### src/rtl/perf_tcp_pkg.sv
// Shared types and status codes for the perf_tcp server control path.
package perf_tcp_pkg;

    // Listen sequencer states
    typedef enum logic [1:0] {
        IDLE     = 2'd0,
        REQ      = 2'd1,
        WAIT_RSP = 2'd2,
        HOLD     = 2'd3
    } listen_state_t;

    // Status codes reported in place of a stack response
    localparam logic [7:0] STS_ERR_PORT0   = 8'hFE;
    localparam logic [7:0] STS_ERR_TIMEOUT = 8'hFF;

endpackage : perf_tcp_pkg

### src/rtl/perf_tcp_listen_ctrl.sv
// Listen-port request sequencer: turns a CSR GO pulse into one listen
// request toward the TCP/IP stack, holds the outcome as CSR status until
// the host acknowledges it, and counts ports that opened successfully.
// A request that times out leaves a response in flight; the "stale" flag
// makes sure that late response is swallowed before a new request goes out.
module perf_tcp_listen_ctrl
    import perf_tcp_pkg::*;
#(
    parameter int TIMEOUT_CYCLES = 1048576,
    parameter int CNT_BITS       = 32
) (
    input  logic                aclk,
    input  logic                aresetn,

    input  logic [1:0]          listen_ctrl,
    input  logic [15:0]         listen_port_addr,
    input  logic [1:0]          port_sts_rd,

    output logic                sts_valid,
    output logic [7:0]          sts_data,
    output logic [CNT_BITS-1:0] port_acc_cnt,
    output logic                busy,

    output logic                m_listen_req_valid,
    input  logic                m_listen_req_ready,
    output logic [15:0]         m_listen_req_port,

    input  logic                s_listen_rsp_valid,
    output logic                s_listen_rsp_ready,
    input  logic [7:0]          s_listen_rsp_data
);

    localparam int              TMO_W    = $clog2(TIMEOUT_CYCLES);
    localparam logic [TMO_W-1:0] TMO_LAST = TMO_W'(TIMEOUT_CYCLES - 1);

    listen_state_t    state;
    logic             stale;
    logic [TMO_W-1:0] tmo_cnt;
    logic [15:0]      port_q;

    logic go;
    logic ack;
    logic req_fire;
    logic unused_csr_bits;

    assign go              = listen_ctrl[0];
    assign ack             = port_sts_rd[0];
    assign unused_csr_bits = listen_ctrl[1] ^ port_sts_rd[1];

    // Request is withheld while a stale response is still owed by the stack,
    // so the stack never sees a new request before the old one is retired.
    assign m_listen_req_valid = (state == REQ) && !stale;
    assign m_listen_req_port  = port_q;
    assign req_fire           = m_listen_req_valid && m_listen_req_ready;

    // Accept responses while waiting for one, or while draining a stale one.
    assign s_listen_rsp_ready = (state == WAIT_RSP) || stale;
    assign busy               = (state != IDLE);

    // Sequencer FSM, timeout counter, status registers and success counter.
    // NOTE: every register here is written with <= so all of them update
    // from the same pre-edge values, regardless of statement order.
    always_ff @(posedge aclk or negedge aresetn) begin
        if (!aresetn) begin
            state        <= IDLE;
            stale        <= 1'b0;
            tmo_cnt      <= '0;
            port_q       <= '0;
            sts_valid    <= 1'b0;
            sts_data     <= '0;
            port_acc_cnt <= '0;
        end else begin
            // Late response from an abandoned request: consume and drop it.
            if (stale && s_listen_rsp_valid && (state != WAIT_RSP)) begin
                stale <= 1'b0;
            end

            case (state)
                IDLE: begin
                    if (go) begin
                        if (listen_port_addr != 16'd0) begin
                            port_q <= listen_port_addr;
                            state  <= REQ;
                        end else begin
                            sts_data  <= STS_ERR_PORT0;
                            sts_valid <= 1'b1;
                            state     <= HOLD;
                        end
                    end
                end

                REQ: begin
                    if (req_fire) begin
                        tmo_cnt <= '0;
                        state   <= WAIT_RSP;
                    end
                end

                WAIT_RSP: begin
                    // A response in the final cycle still beats the timeout.
                    if (s_listen_rsp_valid) begin
                        sts_data  <= s_listen_rsp_data;
                        sts_valid <= 1'b1;
                        if (s_listen_rsp_data[0] && !(&port_acc_cnt)) begin
                            port_acc_cnt <= port_acc_cnt + CNT_BITS'(1);
                        end
                        state <= HOLD;
                    end else if (tmo_cnt == TMO_LAST) begin
                        sts_data  <= STS_ERR_TIMEOUT;
                        sts_valid <= 1'b1;
                        stale     <= 1'b1;
                        state     <= HOLD;
                    end else begin
                        tmo_cnt <= tmo_cnt + TMO_W'(1);
                    end
                end

                HOLD: begin
                    // sts_data is left in place so the host can re-read it.
                    if (ack) begin
                        sts_valid <= 1'b0;
                        state     <= IDLE;
                    end
                end

                default: state <= IDLE;
            endcase
        end
    end

endmodule : perf_tcp_listen_ctrl

### config.mk
export PLATFORM = sky130hd
export DESIGN_NAME = perf_tcp_listen_ctrl
export DESIGN_NICKNAME = d
export VERILOG_FILES = /design/src/rtl/perf_tcp_pkg.sv /design/src/rtl/perf_tcp_listen_ctrl.sv
export SDC_FILE = /design/constraint.sdc
export NUM_CORES = 1
export LEC_CHECK = 0
export CAP_MARGIN = 0
export CORE_AREA = 2 2 103 105
export DETAILED_ROUTE_END_ITERATION = 6
export DIE_AREA = 0 0 105 107
export PLACE_DENSITY = 0.65
export SYNTH_ARGS = -nofsm -noshare
export SYNTH_HDL_FRONTEND = slang
export SYNTH_SLANG_ARGS = --single-unit
export TNS_END_PERCENT = 100
### constraint.sdc
create_clock -name aclk -period 3 [get_ports aclk]
set_clock_uncertainty 0.2 [all_clocks]
set_input_delay 0.6 -clock aclk [delete_from_list [all_inputs] [get_ports aclk]]
set_output_delay 0.6 -clock aclk [all_outputs]
set_load 0.01 [all_outputs]
==> results of run 1 <==
[routing by layer]
layer,GRT usage [%],vias to the layer above,share of wire (%)
met4,6.57,0,1.4
li1,-,1576,-
met1,21.1,1560,46
met3,4.32,10,5.8
met2,27.7,85,47
met5,0,-,0
[cell usage after synthesis, types with 2 or more instances]
cell type  instances  share of area (%)
xnor2_1           15                3.3
or4_1              5               0.94
clkbuf_1           8               0.76
nand4_1           17                2.7
mux2_2            18                5.1
inv_1             20                1.9
or3_1              2               0.31
nand2b_1           4               0.63
and2_1             3               0.47
nand3b_1           3               0.57
a31oi_1            3               0.47
nor2b_1            2               0.31
nand3_1           21                2.6
nand2_1           47                4.4
nor2_1            33                3.1
o221ai_1           2               0.44
and3_1             7                1.1
dfrtp_1           80                 50
a21oi_1            4               0.50
nor4_1            13                2.0
buf_2              2               0.25
xor2_1            13                2.9
o21ai_0           14                1.8
mux2i_1           18                4.5
ha_1               8                2.5
nor3_1            10                1.3
a211o_1            4               0.88
and4_1             4               0.88
[power by group through the flow]
stage	clock, W	combinational (W)	sequential [W]
6_report	0.000839	0.00148	0.00139
4_1_cts	0.000865	0.00150	0.00140
2_1_floorplan	0	0.000678	0.00149
3_3_place_gp	0	0.00148	0.00141
3_5_place_dp	0	0.00150	0.00142
5_1_grt	0.000914	0.00161	0.00143
[layout make-up]
cell class	instances	area (um2)
fillers	947	4760
well taps	136	170
clock buffers	10	138
inverters	20	75.1
flip-flops and latches	80	2000
multi-input cells	280	1850
clock inverters	6	75.1
repair buffers	102	1020
[cells by family (layout without fill, tap and decap cells)]
logic type                 Yosys count  in the layout  share of synthesized area [%]
muxes                               37             37                           10.0
adders and majority gates            8              8                           2.52
xor gates and xnor gates            28             28                           6.17
buffers and inverters               32            138                           3.12
and+or+nand+nor                    176            176                           22.9
DFF                                 80             80                           50.4
AOI/OAI and AO/OA                   31             31                           4.88
[through the flow]
step / std cells / utilization [%]
after detailed placement: 618 / 50.7
after floorplan: 392 / -
after global routing: 634 / 52.8
after global placement: 618 / 50.7
final: 634 / 52.8
after CTS: 634 / 52.8
[worst max-delay path by stage]
stage | endpoint | from | slack (ps) | cells past startpoint
finish | s_listen_rsp_ready | state[0] | 190 | 4
global route | s_listen_rsp_ready | state[0] | 80 | 4
CTS | s_listen_rsp_ready | state[0] | 170 | 4
detailed placement | tmo_cnt[17] | s_listen_rsp_valid | 230 | 6
global placement | sts_valid | listen_port_addr[9] | 230 | 6
floorplan | port_acc_cnt[1] | port_acc_cnt[24] | 500 | 7
[state kept, by name, summed over array words and instances, names as in the netlist]
| register | cells |
|---|---|
| port_acc_cnt | 32 |
| tmo_cnt | 20 |
| sts_data | 8 |
| sts_valid | 1 |
| m_listen_req_port | 16 |
| stale | 1 |
| state | 2 |
==> metrics.log, run 1 <==
[metrics] starting DRC count in detailed routing: 98
[metrics] cell-internal power: 0.00248 W
[metrics] clock slew at reported path FFs: 90 ps
[metrics] Lkg Pwr: 2.40 nW
[metrics] share of synthesized flip-flops with an asynchronous set or reset: 100%
[metrics] Final ANT Viol Nets: 0
[metrics] placement row count: 37
[metrics] area of the mapped netlist: 3970 um2
[metrics] peak per-stage delay on the critical path: 490 ps
[metrics] ratio of cells with drive above 1 in the final layout: 10.8%
[metrics] EDFF count, synth: 0
[metrics] transition at the pin with the smallest max-transition slack: 760 ps
[metrics] number of antenna violations at the first check in global routing: 0
[metrics] number of nets in the layout: 533
[metrics] root buffer selected by CTS: clkbuf_8
[metrics] Cell Pwr Density: 696 nW/um2
[metrics] total count of hold-check failures in the final report: 0
[metrics] net switching power: 0.00123 W
[metrics] cell area reported after detailed placement: 5120 um2
[metrics] pre-CTS worst setup slack: 231 ps
[metrics] buffering stage count on the worst path with inverters included: 2
[metrics] pins over their slew limit: 0
[metrics] Overflow after GRT: 0
[metrics] chain of cells forming the critical path: inv_1 -> ha_1 -> or2_2 -> clkdlybuf4s50_1
[metrics] area of the placeable core: 10100 um2
[metrics] Skew-Pair Late Insertion Delay: 350 ps
[metrics] kind of critical path: flop to output port
[metrics] Hold Worst Slack: 32.0 ps
[metrics] Setup violations, final: 0
[metrics] depth of the worst register-to-register path: 5
[metrics] commonest non-fill, non-tap cell in the layout: clkdlybuf4s50_1
[metrics] wire length of the first global-routing pass: 15300 um
[metrics] Final Routed Wirelength: 8960 um
[metrics] launching element type of the critical path: flop
[metrics] flip-flop cell with the highest count after synthesis: dfrtp_1
[metrics] post-synthesis average cell area: 10.1 um2
[metrics] setup TNS after final layout: 0 ps
[metrics] post-cts resize count: 0
[metrics] slack of the worst reg-to-reg path: 370 ps
[metrics] status: complete, no violations
[metrics] all-layer global routing usage: 16.8%
[metrics] total iterations of the first detailed-routing run: 4
[metrics] setup repair after global routing missed its margin: no
[metrics] Data required, critical path: 2200 ps
[metrics] worst-case headroom to the max-slew limit: 48.8%
[metrics] max-capacitance violation count: 0
[metrics] clock net sink count: 80
[metrics] effective utilization at floorplan: 39.4%
[metrics] count of hold-fix buffers inserted at cts: 0
[metrics] final weighted congestion in routability-driven placement: 0.781
[metrics] antenna diode count: 0
[metrics] Critical R2R Launch: port_acc_cnt[18]
[metrics] number of global-route vias before repair: 3269
[metrics] top achievable clock speed: 356 MHz
[metrics] number of synthesis warnings: 0
[metrics] clock tree from TritonCTS: done
[metrics] H-tree levels: 3
[metrics] overall die area: 11200 um2
[metrics] share of synthesized area occupied by flip-flops and latches: 50.4%
[metrics] final cycle utilization of the critical path: 93.6%
[metrics] Cells after Synth: 392
[metrics] Avg Vias per Cell: 5.10
[metrics] placed wire-length estimate after detailed placement: 6600 um
[metrics] Max FO, Critical Path: 9
[metrics] highest ir drop seen on vdd: 0.516 mV
[metrics] sequential fraction of design power: 37.6%
[metrics] top library cells by usage in the layout, fill and taps aside: clkdlybuf4s50_1, dfrtp_1, nand2_1
[metrics] CP endpoint kind: output port
[metrics] Setup WS post-layout: 192 ps
[metrics] combinational power share: 39.8%
[metrics] average routed wire per standard cell: 14.1 um
[metrics] Area Overhead vs Synth: 34.2%
[metrics] Net Sw Frac: 33.2%
[metrics] Remaining DRCs: 0
[metrics] arrival time of data at the critical path endpoint: 2010 ps
[metrics] post-synthesis net count: 432
[metrics] Top-Level Pins: 92
[metrics] register bit count reported by yosys: 80
[metrics] total number of vias: 3231
[metrics] overall power after layout: 0.00371 W
[metrics] number of buffers added by the clock tree synthesis step: 9
[metrics] width of the die: 105 um
[metrics] maximum clock insertion buffer count: 2
[metrics] synth unique cells: 40
[metrics] largest net degree at the start of global routing: 42
[metrics] worst hold-check path type: input pin to async pin
[metrics] number of port buffers: 89
[metrics] share of total power in the clock network: 22.6%
[metrics] die height: 107 um
[metrics] Critical R2R Capture: port_acc_cnt[1]
[metrics] post-CTS setup-driven buffer insertion count: 0
[metrics] time the final worst path needs with I/O delays and setup: 2810 ps
[metrics] Design Area, Final: 5330 um2
[metrics] Crit-path slowest cell: clkdlybuf4s50_1
[metrics] Top Family by Delay on Critical Path: buffers and inverters
No activity file was read; power rests on OpenSTA's default activity.
==> run 2, diff against run 1 <==
--- a/config.mk
+++ b/config.mk
@@ -13,4 +13,3 @@
 export SYNTH_ARGS = -nofsm -noshare
 export SYNTH_HDL_FRONTEND = slang
 export SYNTH_SLANG_ARGS = --single-unit
-export TNS_END_PERCENT = 100
==> results of run 2 <==
The final DEF is identical to that of run 1; final timing and power are the same.
==> run 3, diff against run 2 <==
--- a/config.mk
+++ b/config.mk
@@ -7,6 +7,7 @@
 export LEC_CHECK = 0
 export CAP_MARGIN = 0
 export CORE_AREA = 2 2 103 105
+export CTS_BUF_LIST = sky130_fd_sc_hd__clkbuf_8 sky130_fd_sc_hd__clkbuf_16
 export DETAILED_ROUTE_END_ITERATION = 6
 export DIE_AREA = 0 0 105 107
 export PLACE_DENSITY = 0.65
==> results of run 3 <==
The final DEF is identical to that of run 1; final timing and power are the same.
